<file path="config.mk">
export PLATFORM = sky130hd
export DESIGN_NAME = pkt_proc_ctrl
export DESIGN_NICKNAME = d
export VERILOG_FILES = /design/src/rtl/pkt_ctrl_pkg.sv /design/src/rtl/pkt_framer.sv /design/src/rtl/pkt_proc_ctrl.sv
export SDC_FILE = /design/constraint.sdc
export NUM_CORES = 1
export LEC_CHECK = 0
export CORE_ASPECT_RATIO = 0.6
export CORE_MARGIN = 2
export CORE_UTILIZATION = 51
export DETAILED_ROUTE_END_ITERATION = 10
export PLACE_DENSITY = 0.84
export REMOVE_ABC_BUFFERS = 1
export SLEW_MARGIN = 20
export SYNTH_ARGS = -nofsm -noshare
export SYNTH_HDL_FRONTEND = slang
export SYNTH_SLANG_ARGS = --single-unit
</file>
<file path="constraint.sdc">
create_clock -name clk -period 6.31 [get_ports clk]
set_input_delay 1.893 -clock clk [delete_from_list [all_inputs] [get_ports clk]]
set_output_delay 1.893 -clock clk [all_outputs]
set_load 0.005 [all_outputs]
</file>
<file path="src/rtl/pkt_ctrl_pkg.sv">
// -----------------------------------------------------------------------------
// pkt_ctrl_pkg
// Shared types and constants for the packet-sequencing controller:
//   - state_e    : controller states
//   - MBOX_FWD   : mailbox verdict bit that forwards the packet
//   - MBOX_DROP  : mailbox verdict bit that discards the packet (wins over FWD)
//   - CNT_WIDTH  : width of the saturating statistics counters
//   - sat_inc()  : increment that sticks at all-ones
// -----------------------------------------------------------------------------
package pkt_ctrl_pkg;

    typedef enum logic [2:0] {
        ST_IDLE  = 3'd0,
        ST_RECV  = 3'd1,
        ST_PROC  = 3'd2,
        ST_DRAIN = 3'd3,
        ST_DROP  = 3'd4
    } state_e;

    localparam int MBOX_FWD  = 0;
    localparam int MBOX_DROP = 1;

    localparam int CNT_WIDTH = 32;

    function automatic logic [CNT_WIDTH-1:0] sat_inc(input logic [CNT_WIDTH-1:0] v);
        return (&v) ? v : v + CNT_WIDTH'(1);
    endfunction

endpackage

</file>
<file path="src/rtl/pkt_framer.sv">
// -----------------------------------------------------------------------------
// pkt_framer
// Tracks packet framing on the upstream write side.
//   clk, reset  : clock, synchronous active-high reset
//   in_wr       : upstream write strobe (mirrors FIFO wea)
//   in_ctrl     : ctrl byte of the written word
//   accept      : write accepted by the controller (in_wr & in_rdy)
//   idle        : controller is waiting for a new packet
//   frame_end   : this accepted write closes the packet (EOP or length limit)
//   trunc       : packet closed by the length limit, not by a real EOP
//   head_addr   : SRAM address of the current packet's first word
//   pkt_len     : word count of the current packet
// The write pointer follows every in_wr, accepted or not, because the FIFO
// stores every word it is handed; head_addr therefore stays a true SRAM address.
// -----------------------------------------------------------------------------
module pkt_framer
    import pkt_ctrl_pkg::*;
#(
    parameter int CTRL_WIDTH    = 8,
    parameter int AWIDTH        = 10,
    parameter int MAX_PKT_WORDS = 1000
) (
    input  logic              clk,
    input  logic              reset,
    input  logic              in_wr,
    input  logic [CTRL_WIDTH-1:0] in_ctrl,
    input  logic              accept,
    input  logic              idle,
    output logic              frame_end,
    output logic              trunc,
    output logic [AWIDTH-1:0] head_addr,
    output logic [AWIDTH-1:0] pkt_len
);

    logic [AWIDTH-1:0] wr_ptr_q, wr_ptr_d;
    logic [AWIDTH-1:0] head_addr_q, head_addr_d;
    logic [AWIDTH-1:0] pkt_len_q, pkt_len_d;
    logic              seen_payload_q, seen_payload_d;

    logic is_payload;
    logic eop;
    logic len_hit;

    // NOTE: every variable gets a default at the top of the block so no path
    // leaves it unassigned; otherwise synthesis infers a latch.
    always_comb begin
        wr_ptr_d       = wr_ptr_q;
        head_addr_d    = head_addr_q;
        pkt_len_d      = pkt_len_q;
        seen_payload_d = seen_payload_q;

        is_payload = (in_ctrl == '0);
        // EOP needs at least one payload word earlier in this packet, so the
        // very first word of a packet can never be EOP.
        eop = accept & ~idle & ~is_payload & seen_payload_q;

        if (in_wr) begin
            wr_ptr_d = wr_ptr_q + AWIDTH'(1);
        end

        if (accept) begin
            if (idle) begin
                head_addr_d    = wr_ptr_q;
                pkt_len_d      = AWIDTH'(1);
                seen_payload_d = is_payload;
            end else begin
                pkt_len_d      = pkt_len_q + AWIDTH'(1);
                seen_payload_d = seen_payload_q | is_payload;
            end
        end

        len_hit   = accept & (pkt_len_d == AWIDTH'(MAX_PKT_WORDS));
        frame_end = eop | len_hit;
        trunc     = len_hit & ~eop;
    end

    // NOTE: sequential state uses non-blocking assignments so every flop samples
    // the pre-edge values, independent of statement order.
    // NOTE: reset is synchronous; it is only seen at a rising clock edge.
    always_ff @(posedge clk) begin
        if (reset) begin
            wr_ptr_q       <= '0;
            head_addr_q    <= '0;
            pkt_len_q      <= '0;
            seen_payload_q <= 1'b0;
        end else begin
            wr_ptr_q       <= wr_ptr_d;
            head_addr_q    <= head_addr_d;
            pkt_len_q      <= pkt_len_d;
            seen_payload_q <= seen_payload_d;
        end
    end

    assign head_addr = head_addr_q;
    assign pkt_len   = pkt_len_q;

endmodule

</file>
<file path="src/rtl/pkt_proc_ctrl.sv">
// -----------------------------------------------------------------------------
// pkt_proc_ctrl
// Sequences one packet at a time between the packet FIFO/SRAM and the core:
// receive a packet, freeze input and run the core, wait for the mailbox verdict
// (or a timeout), then drain the packet downstream or discard it, and rearm.
//   clk, reset                 : clock, synchronous active-high reset
//   in_wr, in_ctrl, in_rdy     : upstream write side
//   fifo_almfull, fifo_empty   : FIFO status
//   out_rdy, fifo_reb, out_wr  : downstream read side
//   pc_en, core_reset          : core run control (registered)
//   core_mem_we/addr/data      : core writes to SRAM port B (mailbox snoop)
//   head_addr, pkt_len         : current packet location and size
//   pkt_cnt, drop_cnt, err_cnt : saturating statistics
// -----------------------------------------------------------------------------
module pkt_proc_ctrl
    import pkt_ctrl_pkg::*;
#(
    parameter int                CTRL_WIDTH     = 8,
    parameter int                AWIDTH         = 10,
    parameter int                MAX_PKT_WORDS  = 1000,
    parameter logic [AWIDTH-1:0] MBOX_ADDR      = 10'h3FF,
    parameter int                TIMEOUT_CYCLES = 4096
) (
    input  logic                  clk,
    input  logic                  reset,
    input  logic                  in_wr,
    input  logic [CTRL_WIDTH-1:0] in_ctrl,
    output logic                  in_rdy,
    input  logic                  fifo_almfull,
    input  logic                  fifo_empty,
    input  logic                  out_rdy,
    output logic                  fifo_reb,
    output logic                  out_wr,
    output logic                  pc_en,
    output logic                  core_reset,
    input  logic                  core_mem_we,
    input  logic [AWIDTH-1:0]     core_mem_addr,
    input  logic [63:0]           core_mem_data,
    output logic [AWIDTH-1:0]     head_addr,
    output logic [AWIDTH-1:0]     pkt_len,
    output logic [CNT_WIDTH-1:0]  pkt_cnt,
    output logic [CNT_WIDTH-1:0]  drop_cnt,
    output logic [CNT_WIDTH-1:0]  err_cnt
);

    localparam logic [15:0] TIMER_LAST = 16'(TIMEOUT_CYCLES - 1);

    state_e state_q, state_d;

    logic [15:0]          timer_q, timer_d;
    logic [AWIDTH-1:0]    rem_q, rem_d;
    logic [CNT_WIDTH-1:0] pkt_cnt_q, pkt_cnt_d;
    logic [CNT_WIDTH-1:0] drop_cnt_q, drop_cnt_d;
    logic [CNT_WIDTH-1:0] err_cnt_q, err_cnt_d;
    logic                 pc_en_q, pc_en_d;
    logic                 core_reset_q, core_reset_d;

    logic accept;
    logic wr_err;
    logic frame_end;
    logic trunc;
    logic mbox_hit;
    logic last_read;

    // Only the two verdict bits of the mailbox word carry meaning.
    logic unused_core_data;
    assign unused_core_data = ^core_mem_data[63:2];

    pkt_framer #(
        .CTRL_WIDTH    (CTRL_WIDTH),
        .AWIDTH        (AWIDTH),
        .MAX_PKT_WORDS (MAX_PKT_WORDS)
    ) u_framer (
        .clk       (clk),
        .reset     (reset),
        .in_wr     (in_wr),
        .in_ctrl   (in_ctrl),
        .accept    (accept),
        .idle      (state_q == ST_IDLE),
        .frame_end (frame_end),
        .trunc     (trunc),
        .head_addr (head_addr),
        .pkt_len   (pkt_len)
    );

    // Handshakes are combinational from state and inputs. They are held low
    // while reset is asserted, since the FIFO is being cleared in that cycle.
    always_comb begin
        in_rdy   = 1'b0;
        fifo_reb = 1'b0;
        out_wr   = 1'b0;
        if (!reset) begin
            case (state_q)
                ST_IDLE, ST_RECV: in_rdy = ~fifo_almfull;
                ST_DRAIN: begin
                    fifo_reb = out_rdy & ~fifo_empty;
                    out_wr   = fifo_reb;
                end
                ST_DROP:  fifo_reb = ~fifo_empty;
                default:  ;
            endcase
        end
        accept = in_wr & in_rdy;
        wr_err = in_wr & ~in_rdy;
    end

    assign mbox_hit  = core_mem_we & (core_mem_addr == MBOX_ADDR);
    // Leave DRAIN/DROP on the edge that performs the final read, so a full-rate
    // drain spends exactly pkt_len cycles in the state.
    assign last_read = (rem_q == '0) | (fifo_reb & (rem_q == AWIDTH'(1)));

    always_comb begin
        state_d    = state_q;
        timer_d    = '0;
        rem_d      = rem_q;
        pkt_cnt_d  = pkt_cnt_q;
        drop_cnt_d = drop_cnt_q;
        err_cnt_d  = err_cnt_q;

        case (state_q)
            ST_IDLE: begin
                if (accept) begin
                    state_d = frame_end ? ST_PROC : ST_RECV;
                end
            end
            ST_RECV: begin
                if (accept && frame_end) begin
                    state_d = ST_PROC;
                end
            end
            ST_PROC: begin
                timer_d = timer_q + 16'd1;
                // A deciding mailbox write beats the timeout in the same cycle;
                // a mailbox write with neither bit set leaves the timer running.
                if (mbox_hit && core_mem_data[MBOX_DROP]) begin
                    state_d = ST_DROP;
                    rem_d   = pkt_len;
                end else if (mbox_hit && core_mem_data[MBOX_FWD]) begin
                    state_d = ST_DRAIN;
                    rem_d   = pkt_len;
                end else if (timer_q == TIMER_LAST) begin
                    state_d = ST_DROP;
                    rem_d   = pkt_len;
                end
            end
            ST_DRAIN: begin
                if (fifo_reb) begin
                    rem_d = rem_q - AWIDTH'(1);
                end
                if (last_read) begin
                    state_d   = ST_IDLE;
                    rem_d     = '0;
                    pkt_cnt_d = sat_inc(pkt_cnt_q);
                end
            end
            ST_DROP: begin
                if (fifo_reb) begin
                    rem_d = rem_q - AWIDTH'(1);
                end
                if (last_read) begin
                    state_d    = ST_IDLE;
                    rem_d      = '0;
                    drop_cnt_d = sat_inc(drop_cnt_q);
                end
            end
            default: state_d = ST_IDLE;
        endcase

        // An unaccepted write and a truncating write cannot share a cycle.
        if (wr_err || trunc) begin
            err_cnt_d = sat_inc(err_cnt_q);
        end

        // Registered core controls follow the next state so they change on the
        // same edge as the state register.
        pc_en_d      = (state_d == ST_PROC);
        core_reset_d = ~pc_en_d;
    end

    always_ff @(posedge clk) begin
        if (reset) begin
            state_q      <= ST_IDLE;
            timer_q      <= '0;
            rem_q        <= '0;
            pkt_cnt_q    <= '0;
            drop_cnt_q   <= '0;
            err_cnt_q    <= '0;
            pc_en_q      <= 1'b0;
            core_reset_q <= 1'b1;
        end else begin
            state_q      <= state_d;
            timer_q      <= timer_d;
            rem_q        <= rem_d;
            pkt_cnt_q    <= pkt_cnt_d;
            drop_cnt_q   <= drop_cnt_d;
            err_cnt_q    <= err_cnt_d;
            pc_en_q      <= pc_en_d;
            core_reset_q <= core_reset_d;
        end
    end

    assign pc_en      = pc_en_q;
    assign core_reset = core_reset_q;
    assign pkt_cnt    = pkt_cnt_q;
    assign drop_cnt   = drop_cnt_q;
    assign err_cnt    = err_cnt_q;

endmodule

</file>
## Word-level counts from Yosys, hierarchy flattened

Index checks and enable logic that the tools add are counted.

- Register bits after elaboration: 158
- Bits in latches: 0
- RAM bits: 0
- Bits in read-only memories: 0
- Memories: 0

- $add $sub $neg: 7
- Multipliers: 0
- Divide/modulo/power cells: 0
- Order comparisons: 0
- Eq/ne operators: 11
- Shift-type cells: 0
- Muxes and demuxes: 23
- Bitwise logic cells: 24
- Reduce and logical (&&, ||, !) cells: 19

Operator list:

| kind | count |
|---|---|
| adder 32 x 1 -> 32 bit (second input constant) | 3 |
| AND reduction 32 bit | 3 |
| 2-to-1 mux 10 bit | 7 |
| adder 10 x 1 -> 10 bit (second input constant) | 2 |
| == test 10 bit (second input constant) | 2 |
| one-hot mux 10 bit (2 select lines) | 1 |
| 2-to-1 mux 3 bit | 6 |
| adder 16 x 1 -> 16 bit (second input constant) | 1 |
| == test 16 x 12 -> 1 bit (second input constant) | 1 |
| one-hot mux 3 bit (4 select lines) | 1 |
| NOT 1 bit | 11 |
| bitwise AND 1 bit | 10 |
| == test 10 x 1 -> 1 bit (second input constant) | 1 |
| zero test 10 bit | 1 |
| subtractor 10 x 1 -> 10 bit (second input constant) | 1 |
| == test 3 x 2 -> 1 bit (second input constant) | 3 |
| AND reduction 3 bit | 3 |
| zero test 8 bit | 1 |
| 2-to-1 mux 1 bit | 6 |
| OR reduction 2 bit | 3 |
| inequality test 4 bit (second input constant) | 1 |
| AND reduction 2 bit | 2 |
| == test 3 x 1 -> 1 bit (second input constant) | 1 |
| == test 3 bit (second input constant) | 1 |
| 8 further kinds | 12 |

## Longest topological paths before layout

Gate-level depths: netlist (run 1).

- Depth in word-level cells: 14
- Depth in mapped cells: 11
- Gate-level depth less buffers: 9

## By module

Synthesis (run 1) repeated with hierarchy kept, for this count alone.

- Cells, all modules: 933
- Area total of the unflattened synthesis: 7686.1 um^2

By module, submodules not included:

| module | times used | cells an instance | area each (um^2) |
|---|---|---|---|
| pkt_proc_ctrl | 1 | 772 | 6327.3 |
| pkt_framer | 1 | 161 | 1358.8 |

## Worst setup path after synthesis (run 1)

OpenSTA, ideal clock, no wires.

- Path type: input -> output
- From: input port reset
- To: output port in_rdy
- Arrival: 2.503 ns
- Data required time: 4.417 ns
- Path slack: 1.914 ns
- Stages: 2
- Buffers on the path: 0
- Cell sequence: or4_4 -> clkinv_4

- Word-level cells in the longest chain between the ends: 1

RTL lines:

| what | RTL line | source |
|---|---|---|
| start, declared | pkt_proc_ctrl.sv:25 | `input logic reset,` |
| 2-to-1 mux 1 bit | pkt_proc_ctrl.sv:92 | `if (!reset) begin` |
| end, declared | pkt_proc_ctrl.sv:28 | `output logic in_rdy,` |

Every way passes these cells.

## Worst setup path in the final report (run 1)

- From: input port fifo_almfull
- To: output port in_rdy

- Word-level cells in the longest chain between the ends: 3

RTL lines:

| what | RTL line | source |
|---|---|---|
| start, declared | pkt_proc_ctrl.sv:29 | `input logic fifo_almfull,` |
| NOT 1 bit | pkt_proc_ctrl.sv:94 | `ST_IDLE, ST_RECV: in_rdy = ~fifo_almfull;` |
| 2-to-1 mux 1 bit | pkt_proc_ctrl.sv:93 | `case (state_q)` |
| 2-to-1 mux 1 bit | pkt_proc_ctrl.sv:92 |  |

Every way passes these cells.

==> flow_summary.json, run 1 <==
{
  "status": "completed",
  "rrSetupSlack_ns": 2.97,
  "layout_common_cells": "dfxtp_1, clkdlybuf4s50_1, nor2_1",
  "final_layout_size_suffix_gt1_share_pct": 4.88,
  "startpoint": "fifo_almfull",
  "wl_met2_um": 8530,
  "vias_per_cell": 5.64,
  "rr_worst_depth": 8,
  "synth.avg_cell_area_um2": 8.11,
  "initial_utilization_pct": 52.4,
  "core_mm2": 0.0145,
  "die_h_um": 98.7,
  "r2r_end": "err_cnt[12]",
  "setup_violations": 0,
  "hpwlAfterDp_um": 13700,
  "rsz0062_at_grt": "no",
  "drv_slew": 0,
  "irDropWorstVdd_mv": 0.165,
  "cts_setup_buffers": 0,
  "yosysSeqAreaShare_pct": 41.5,
  "powerDensity_mw_per_mm2": 211,
  "cts_root_buf": "clkbuf_16",
  "insertion_delay_ns": 0.42,
  "layout_commonest_cell": "dfxtp_1",
  "cap_violations": 0,
  "routedWlPerCell_um": 15.2,
  "synthTopCellsByArea": "dfxtp_1, nor2_1, xor2_1, nand2_1, a21oi_1",
  "drc": 0,
  "synth.top_cell.area_share_pct": 41.5,
  "hold_viol_final": 0,
  "met3WireLength_um": 1110,
  "grt_max_degree": 104,
  "r2r-start": "u_framer.pkt_len[0]",
  "grt_pass1_vias": 6465,
  "cts_tree": "built",
  "h-tree-depth": 4,
  "io_pins": 210,
  "placementRows": 34,
  "io_buffers": 147,
  "synthCells": 939,
  "antenna_found_initial": 1,
  "yosys.area.top_type": "dfxtp_1",
  "worstSetupStartpointType": "input pin",
  "vias": 7233,
  "p_leak_nw": 3.33,
  "die_area_mm2": 0.0160,
  "n_antenna_cell": 0,
  "nets": 1169,
  "period_share_pct": 84.1,
  "worst_setup_path_end_kind": "output pin",
  "crit_arrival_ns": 3.41,
  "firstDrtPassIters": 5,
  "clock_skew_ns": 0.0113,
  "ys_ff_latch": 158,
  "routed_wl_um": 19600,
  "grt_pass1_wl_um": 32500,
  "clock.fmax_ghz": 0.189,
  "synth_edf_count": 0,
  "maxSlewHeadroom_pct": 29.2,
  "crit_required_ns": 4.42,
  "endpoint": "in_rdy",
  "clk_pin_slew_ns": 0.07,
  "tightestPinTransition_ns": 1.06,
  "area_delta_synth_final_pct": 28.7,
  "maxUsedRoutingLayer": "met4",
  "grt_overflow": 0,
  "ys_warn_count": 0,
  "drt_iter0_drc": 598,
  "ys.flop_type": "dfxtp_1",
  "cts_buffer_depth": 2,
  "fillCellCount": 1197,
  "place.gp.congestion": 0.850,
  "path_class": "input pin to output pin",
  "worstPathMaxFanout": 7,
  "cts_sinks": 158,
  "cts_buffers": 17,
  "ys_types": 58,
  "drt-met1-wl_um": 9640,
  "cts.repair.resized": 0,
  "worstHoldPathType": "flip-flop to flip-flop",
  "hold_slack_ns": 0.454,
  "track_usage_pct": 24.8,
  "layout_min_cycle_time_ns": 5.31,
  "hold_buffers": 0,
  "syn_area_mm2": 0.00762,
  "async_flop_share_pct": 0,
  "setup_tns_ns": 0,
  "postRouteAntennaNets": 0,
  "die_x_um": 162
}
## kinds of logic (layout without fill, tap and decap cells)
logic type	Yosys count	after routing	share of synthesized area, %
AO/OA/AOI/OAI	167	167	13.4
AND/OR/NAND/NOR	453	453	30.0
flip-flops	158	158	41.5
multiplexers	8	8	1.08
adder cells (fa/ha/maj)	8	8	1.31
buffers and inverters	65	211	3.48
XOR/XNOR	80	80	9.20
## flip-flops by register name (all words and copies together), names as in the netlist
register	count
state_q	3
timer_q	16
err_cnt	32
pkt_cnt	32
pc_en	1
u_framer.wr_ptr_q	10
rem_q	10
drop_cnt	32
core_reset	1
u_framer.head_addr	10
u_framer.seen_payload_q	1
u_framer.pkt_len	10
## worst max-delay path: stages
cell and delay, ns:
clkdlybuf4s50_1 0.41, or4_4 0.48, clkinv_4 0.11, clkdlybuf4s50_1 0.52
## report_power, final
| part | leakage [nW] | internal (mW) | switching [mW] |
|---|---|---|---|
| clock | 0.269 | 0.563 | 0.439 |
| sequential | 1.27 | 1.00 | 0.00463 |
| combinational | 1.79 | 0.0262 | 0.0346 |
## cell usage after synthesis, drive strengths merged (22+ instances only)
master	instances
inv	22
xor2	53
dfxtp	158
nor2	126
xnor2	27
nand4	32
a21oi	62
o21ai	51
nand2	99
clkbuf	35
nand3	48
or3	36
## worst min path at each step
stage,cells past startpoint,from,slack (ns),endpoint
6_report,2,u_framer.head_addr[6],0.45,u_framer.head_addr[6]
3_5_place_dp,2,u_framer.head_addr[6],0.45,u_framer.head_addr[6]
2_1_floorplan,2,u_framer.wr_ptr_q[9],0.44,u_framer.head_addr[9]
5_1_grt,2,u_framer.head_addr[4],0.48,u_framer.head_addr[4]
3_3_place_gp,2,u_framer.head_addr[6],0.44,u_framer.head_addr[6]
4_1_cts,2,u_framer.head_addr[6],0.46,u_framer.head_addr[6]
## layer usage
layer / GRT usage [%] / vias to the layer above
li1: - / 3612
met5: 0 / -
met3: 5.18 / 26
met1: 36.8 / 3382
met4: 6.74 / 0
met2: 36.7 / 213
## stage by stage
step / worst slack (ns) / instances / utilization [%] / cell area, µm² / total power [mW]
after floorplan: 1.43 / 897 / - / 7440 / 1.04
after global placement: 1.02 / 1251 / 63.5 / 9230 / 1.09
after detailed placement: 1.03 / 1251 / 63.5 / 9230 / 1.09
after CTS: 0.988 / 1283 / 67.4 / 9810 / 2.08
after global routing: 0.967 / 1283 / 67.4 / 9810 / 2.14
final: 1.01 / 1283 / 67.4 / 9810 / 2.07
## final cells by class
type / instances / area (µm²) / area share [%]
multi-input cells: 716 / 4200 / 42.8
well taps: 198 / 248 / 2.53
clock buffers: 19 / 443 / 4.52
inverters: 23 / 91.3 / 0.931
clock inverters: 13 / 129 / 1.31
flip-flops and latches: 158 / 3160 / 32.3
repair buffers: 156 / 1540 / 15.7
Note: power is estimated with default switching activity, not from simulation.
==> run 2: changes to the inputs <==
--- a/config.mk
+++ b/config.mk
@@ -7,9 +7,9 @@
 export LEC_CHECK = 0
 export CORE_ASPECT_RATIO = 0.6
 export CORE_MARGIN = 2
-export CORE_UTILIZATION = 51
+export CORE_UTILIZATION = 49
 export DETAILED_ROUTE_END_ITERATION = 10
-export PLACE_DENSITY = 0.84
+export PLACE_DENSITY = 0.81
 export REMOVE_ABC_BUFFERS = 1
 export SLEW_MARGIN = 20
 export SYNTH_ARGS = -nofsm -noshare
==> constraint.sdc (replaced) <==
create_clock -name clk -period 4.9 [get_ports clk]
set_input_delay 1.47 -clock clk [delete_from_list [all_inputs] [get_ports clk]]
set_output_delay 1.47 -clock clk [all_outputs]
set_load 0.005 [all_outputs]
==> run 2 against run 1 <==
Cell count rose by 0.62%; worst setup slack got worse by 0.54 ns; core utilization fell by 3.1 points; critical path depth did not move; via count fell by 0.84%.
==> flow_summary.json, run 2 (synthesis results as in run 1) <==
{
  "layout_common_cells": "dfxtp_1, clkdlybuf4s50_1, nor2_1",
  "clk_pin_slew_ns": 0.07,
  "switchingPower_mw": 0.611,
  "powerDensity_mw_per_mm2": 269,
  "placementRows": 35,
  "p_int_mw": 2.04,
  "area_delta_synth_final_pct": 29.1,
  "drc": 0,
  "die_area_mm2": 0.0166,
  "hpwlAfterDp_um": 13400,
  "grt_max_degree": 102,
  "worstPathMaxFanout": 7,
  "grt_pass1_vias": 6323,
  "drv_slew": 0,
  "n_antenna_cell": 0,
  "core_mm2": 0.0153,
  "p_comb_share_pct": 3.0,
  "cts_root_buf": "clkbuf_16",
  "drt_iter0_drc": 671,
  "initial_utilization_pct": 49.8,
  "cts_tree": "built",
  "h-tree-depth": 4,
  "irDropWorstVdd_mv": 0.184,
  "io_buffers": 147,
  "insertion_delay_ns": 0.41,
  "crit_required_ns": 3.43,
  "switching_share_pct": 23.1,
  "grt_pass1_wl_um": 31300,
  "cts_sinks": 158,
  "maxSlewHeadroom_pct": 30.9,
  "clkPwrFrac_pct": 48.1,
  "die_x_um": 165,
  "cts_buffers": 17,
  "worst_setup_path_end_kind": "output pin",
  "hold_viol_final": 0,
  "firstDrtPassIters": 5,
  "clock.fmax_ghz": 0.226,
  "postRouteAntennaNets": 0,
  "cts_setup_buffers": 0,
  "io_pins": 210,
  "grt_overflow": 0,
  "cap_violations": 0,
  "post-place-ws_ns": 0.394,
  "rsz0062_at_grt": "no",
  "antenna_found_initial": 0,
  "routed_wl_um": 18700,
  "cts_buffer_depth": 2,
  "nets": 1172,
  "tightestPinTransition_ns": 1.04,
  "final_layout_size_suffix_gt1_share_pct": 5.15,
  "layout_min_cycle_time_ns": 4.43,
  "layout_commonest_cell": "dfxtp_1",
  "setup_violations": 0,
  "dp.cells": 1259,
  "p_leak_nw": 3.35,
  "worstSetupStartpointType": "input pin",
  "pwr-share-seq_pct": 48.9,
  "vias_per_cell": 5.56,
  "instances_no_fill": 1291,
  "hold_buffers": 0,
  "hold_slack_ns": 0.461,
  "track_usage_pct": 22.9,
  "fin_ws_ns": 0.467,
  "die_h_um": 101,
  "clock_skew_ns": 0.0119,
  "period_share_pct": 90.5,
  "worstHoldPathType": "flip-flop to flip-flop",
  "place.gp.congestion": 0.867,
  "status": "completed",
  "crit_arrival_ns": 2.96,
  "cts.repair.resized": 0,
  "routedWlPerCell_um": 14.5,
  "setup_tns_ns": 0,
  "path_class": "input pin to output pin",
  "vias": 7172
}
run 2: final timing paths:
| path | cells past startpoint | from | to | slack, ns |
|---|---|---|---|---|
| max | 4 | fifo_almfull | in_rdy | 0.47 |
| min | 2 | u_framer.head_addr[8] | u_framer.head_addr[8] | 0.46 |
| max reg2reg | 8 | u_framer.pkt_len[0] | err_cnt[12] | 1.52 |
| min reg2reg | 2 | u_framer.head_addr[8] | u_framer.head_addr[8] | 0.46 |
run 2: worst max-delay path, stage by stage:
cell             delay, ns
clkdlybuf4s50_1       0.39
or4_4                 0.47
clkinv_4              0.12
clkdlybuf4s50_1       0.50
run 2: cell type report:
cell class	count	area, µm²
Clock buffer	19	433
Clock inverter	13	130
Fill cell	1320	5450
Inverter	23	91.3
Multi-Input combinational cell	716	4200
Sequential cell	158	3160
Tap cell	203	254
Timing Repair Buffer	159	1560
run 2: power by group through the flow:
stage | logic (mW) | clock network, mW | registers, mW
finish | 0.0798 | 1.27 | 1.29
global route | 0.0870 | 1.36 | 1.30
CTS | 0.0795 | 1.30 | 1.29
detailed placement | 0.0792 | 0 | 1.32
global placement | 0.0778 | 0 | 1.32
floorplan | 0.0206 | 0 | 1.32
run 2: per-stage QoR:
stage                     power [mW]  utilization [%]  instance area, µm²
after detailed placement        1.40             60.6                9270
final                           2.65             64.3                9830
after floorplan                 1.34                -                7440
after global placement          1.40             60.6                9270
after CTS                       2.67             64.3                9830
after global routing            2.74             64.3                9830
run 2: per-layer routing:
| layer | wire length (µm) | up-vias | track usage, % |
|---|---|---|---|
| li1 | - | 3605 | - |
| met1 | 9750 | 3387 | 34.8 |
| met2 | 8030 | 160 | 33.8 |
| met3 | 737 | 20 | 4.07 |
| met4 | 182 | 0 | 5.22 |
| met5 | 0 | - | 0 |
==> run 3: changes to the inputs <==
--- a/config.mk
+++ b/config.mk
@@ -7,9 +7,9 @@
 export LEC_CHECK = 0
 export CORE_ASPECT_RATIO = 0.6
 export CORE_MARGIN = 2
-export CORE_UTILIZATION = 49
+export CORE_UTILIZATION = 51
 export DETAILED_ROUTE_END_ITERATION = 10
-export PLACE_DENSITY = 0.81
+export PLACE_DENSITY = 0.84
 export REMOVE_ABC_BUFFERS = 1
 export SLEW_MARGIN = 20
 export SYNTH_ARGS = -nofsm -noshare
==> constraint.sdc (replaced) <==
create_clock -name clk -period 5.3 [get_ports clk]
set_input_delay 1.59 -clock clk [delete_from_list [all_inputs] [get_ports clk]]
set_output_delay 1.59 -clock clk [all_outputs]
set_load 0.005 [all_outputs]
==> run 3 against run 2 <==
Largest power group unchanged; via count grew 0.77%; sequential share of layout area rose by 0.11 points; count of clock-buffer cells in the layout unchanged; critical path type unchanged; highest routed layer is now met5; combinational power fell by 8.3%.
==> flow_summary.json, run 3 (synthesis results as in run 1) <==
{
  "status": "completed",
  "setup_tns_ns": 0,
  "cts_setup_buffers": 0,
  "fillCellCount": 1234,
  "irDropWorstVdd_mv": 0.187,
  "h-tree-depth": 4,
  "vias": 7227,
  "clock_skew_ns": 0.0123,
  "drv_slew": 0,
  "dp.cells": 1253,
  "clock.fmax_ghz": 0.212,
  "cts_tree": "built",
  "grt_max_degree": 76,
  "io_buffers": 147,
  "drc": 0,
  "hpwlAfterDp_um": 13600,
  "crit_arrival_ns": 3.12,
  "area_delta_synth_final_pct": 28.6,
  "cts_buffers": 17,
  "worstPathMaxFanout": 7,
  "layout_commonest_cell": "dfxtp_1",
  "crit_required_ns": 3.71,
  "drt_iter0_drc": 565,
  "path_class": "input pin to output pin",
  "stdcell_area_mm2": 0.00980,
  "postRouteAntennaNets": 0,
  "final_layout_size_suffix_gt1_share_pct": 5.06,
  "drt-met1-wl_um": 9480,
  "cts.repair.resized": 0,
  "antenna_found_initial": 3,
  "wl_met2_um": 8330,
  "maxUsedRoutingLayer": "met5",
  "nets": 1171,
  "cap_violations": 0,
  "cts_buffer_depth": 2,
  "period_share_pct": 88.9,
  "core_mm2": 0.0145,
  "rsz0062_at_grt": "no",
  "p_leak_nw": 3.33,
  "cts_sinks": 158,
  "place.gp.congestion": 0.846,
  "worst_setup_path_end_kind": "output pin",
  "grt_overflow": 0,
  "hold_buffers": 0,
  "power.total_mw": 2.42,
  "grt_pass1_vias": 6477,
  "instances_no_fill": 1286,
  "die_area_mm2": 0.0160,
  "layout_common_cells": "dfxtp_1, clkdlybuf4s50_1, nor2_1",
  "tightestPinTransition_ns": 0.852,
  "routedWlPerCell_um": 15.1,
  "met3WireLength_um": 1270,
  "maxSlewHeadroom_pct": 42.6,
  "die_x_um": 162,
  "firstDrtPassIters": 5,
  "vias_per_cell": 5.62,
  "place_area_mm2": 0.00925,
  "io_pins": 210,
  "setup_violations": 0,
  "clk_pin_slew_ns": 0.07,
  "worstSetupStartpointType": "input pin",
  "insertion_delay_ns": 0.42,
  "die_h_um": 98.7,
  "grt_pass1_wl_um": 32600,
  "layout_min_cycle_time_ns": 4.71,
  "cts_root_buf": "clkbuf_16",
  "hold_slack_ns": 0.453,
  "routed_wl_um": 19400,
  "seqCellArea_mm2": 0.00316,
  "worstHoldPathType": "flip-flop to flip-flop",
  "placementRows": 34,
  "initial_utilization_pct": 52.4,
  "powerDensity_mw_per_mm2": 247,
  "multi_input_area_mm2": 0.00420,
  "hold_viol_final": 0,
  "track_usage_pct": 24.8
}
==> run 3: changes by cell type in the layout (fill, tap and decap cells not counted), sizes merged <==
| cell | change |
|---|---|
| buf | -1 |
| bufinv | -1 |
| clkinvlp | +1 |
| diode | +1 |
==> run 3: through the flow <==
stage	setup WS [ns]	utilization (%)
final	0.588	67.4
after global routing	0.559	67.4
after CTS	0.591	67.3
after detailed placement	0.600	63.6
after global placement	0.616	63.6
after floorplan	0.719	-
==> run 3: layer usage <==
| layer | up-vias | track usage (%) |
|---|---|---|
| met2 | 229 | 35.9 |
| met1 | 3351 | 36.8 |
| met4 | 4 | 6.67 |
| li1 | 3616 | - |
| met5 | - | 0 |
| met3 | 27 | 5.89 |
==> run 3: path summary, 6_finish.rpt <==
check	startpoint	end	slack, ns	cells past startpoint
setup reg to reg	u_framer.pkt_len[0]	err_cnt[12]	1.91	8
hold / removal	u_framer.head_addr[5]	u_framer.head_addr[5]	0.45	2
setup / recovery	fifo_almfull	in_rdy	0.59	4
hold reg to reg	u_framer.head_addr[5]	u_framer.head_addr[5]	0.45	2
==> run 3: power breakdown <==
part | internal, mW | switching [mW] | leakage [nW] | total [mW]
Clock | 0.622 | 0.524 | 0.258 | 1.15
Sequential | 1.19 | 0.00644 | 1.27 | 1.20
Combinational | 0.0321 | 0.0411 | 1.80 | 0.0732
Total | 1.84 | 0.572 | 3.33 | 2.42
==> run 3: layout make-up <==
cell class	count	area share [%]
sequential	158	32.3
clock inverter	13	1.07
clock buffer	19	4.52
inverter	23	0.932
timing repair buffer	158	15.8
multi-input combinational	716	42.8
antenna	1	0.0255
tap	198	2.53
==> run 3: critical path: stages <==
cell	delay [ns]
clkdlybuf4s50_1	0.40
or4_4	0.48
clkinv_4	0.12
clkdlybuf4s50_1	0.54
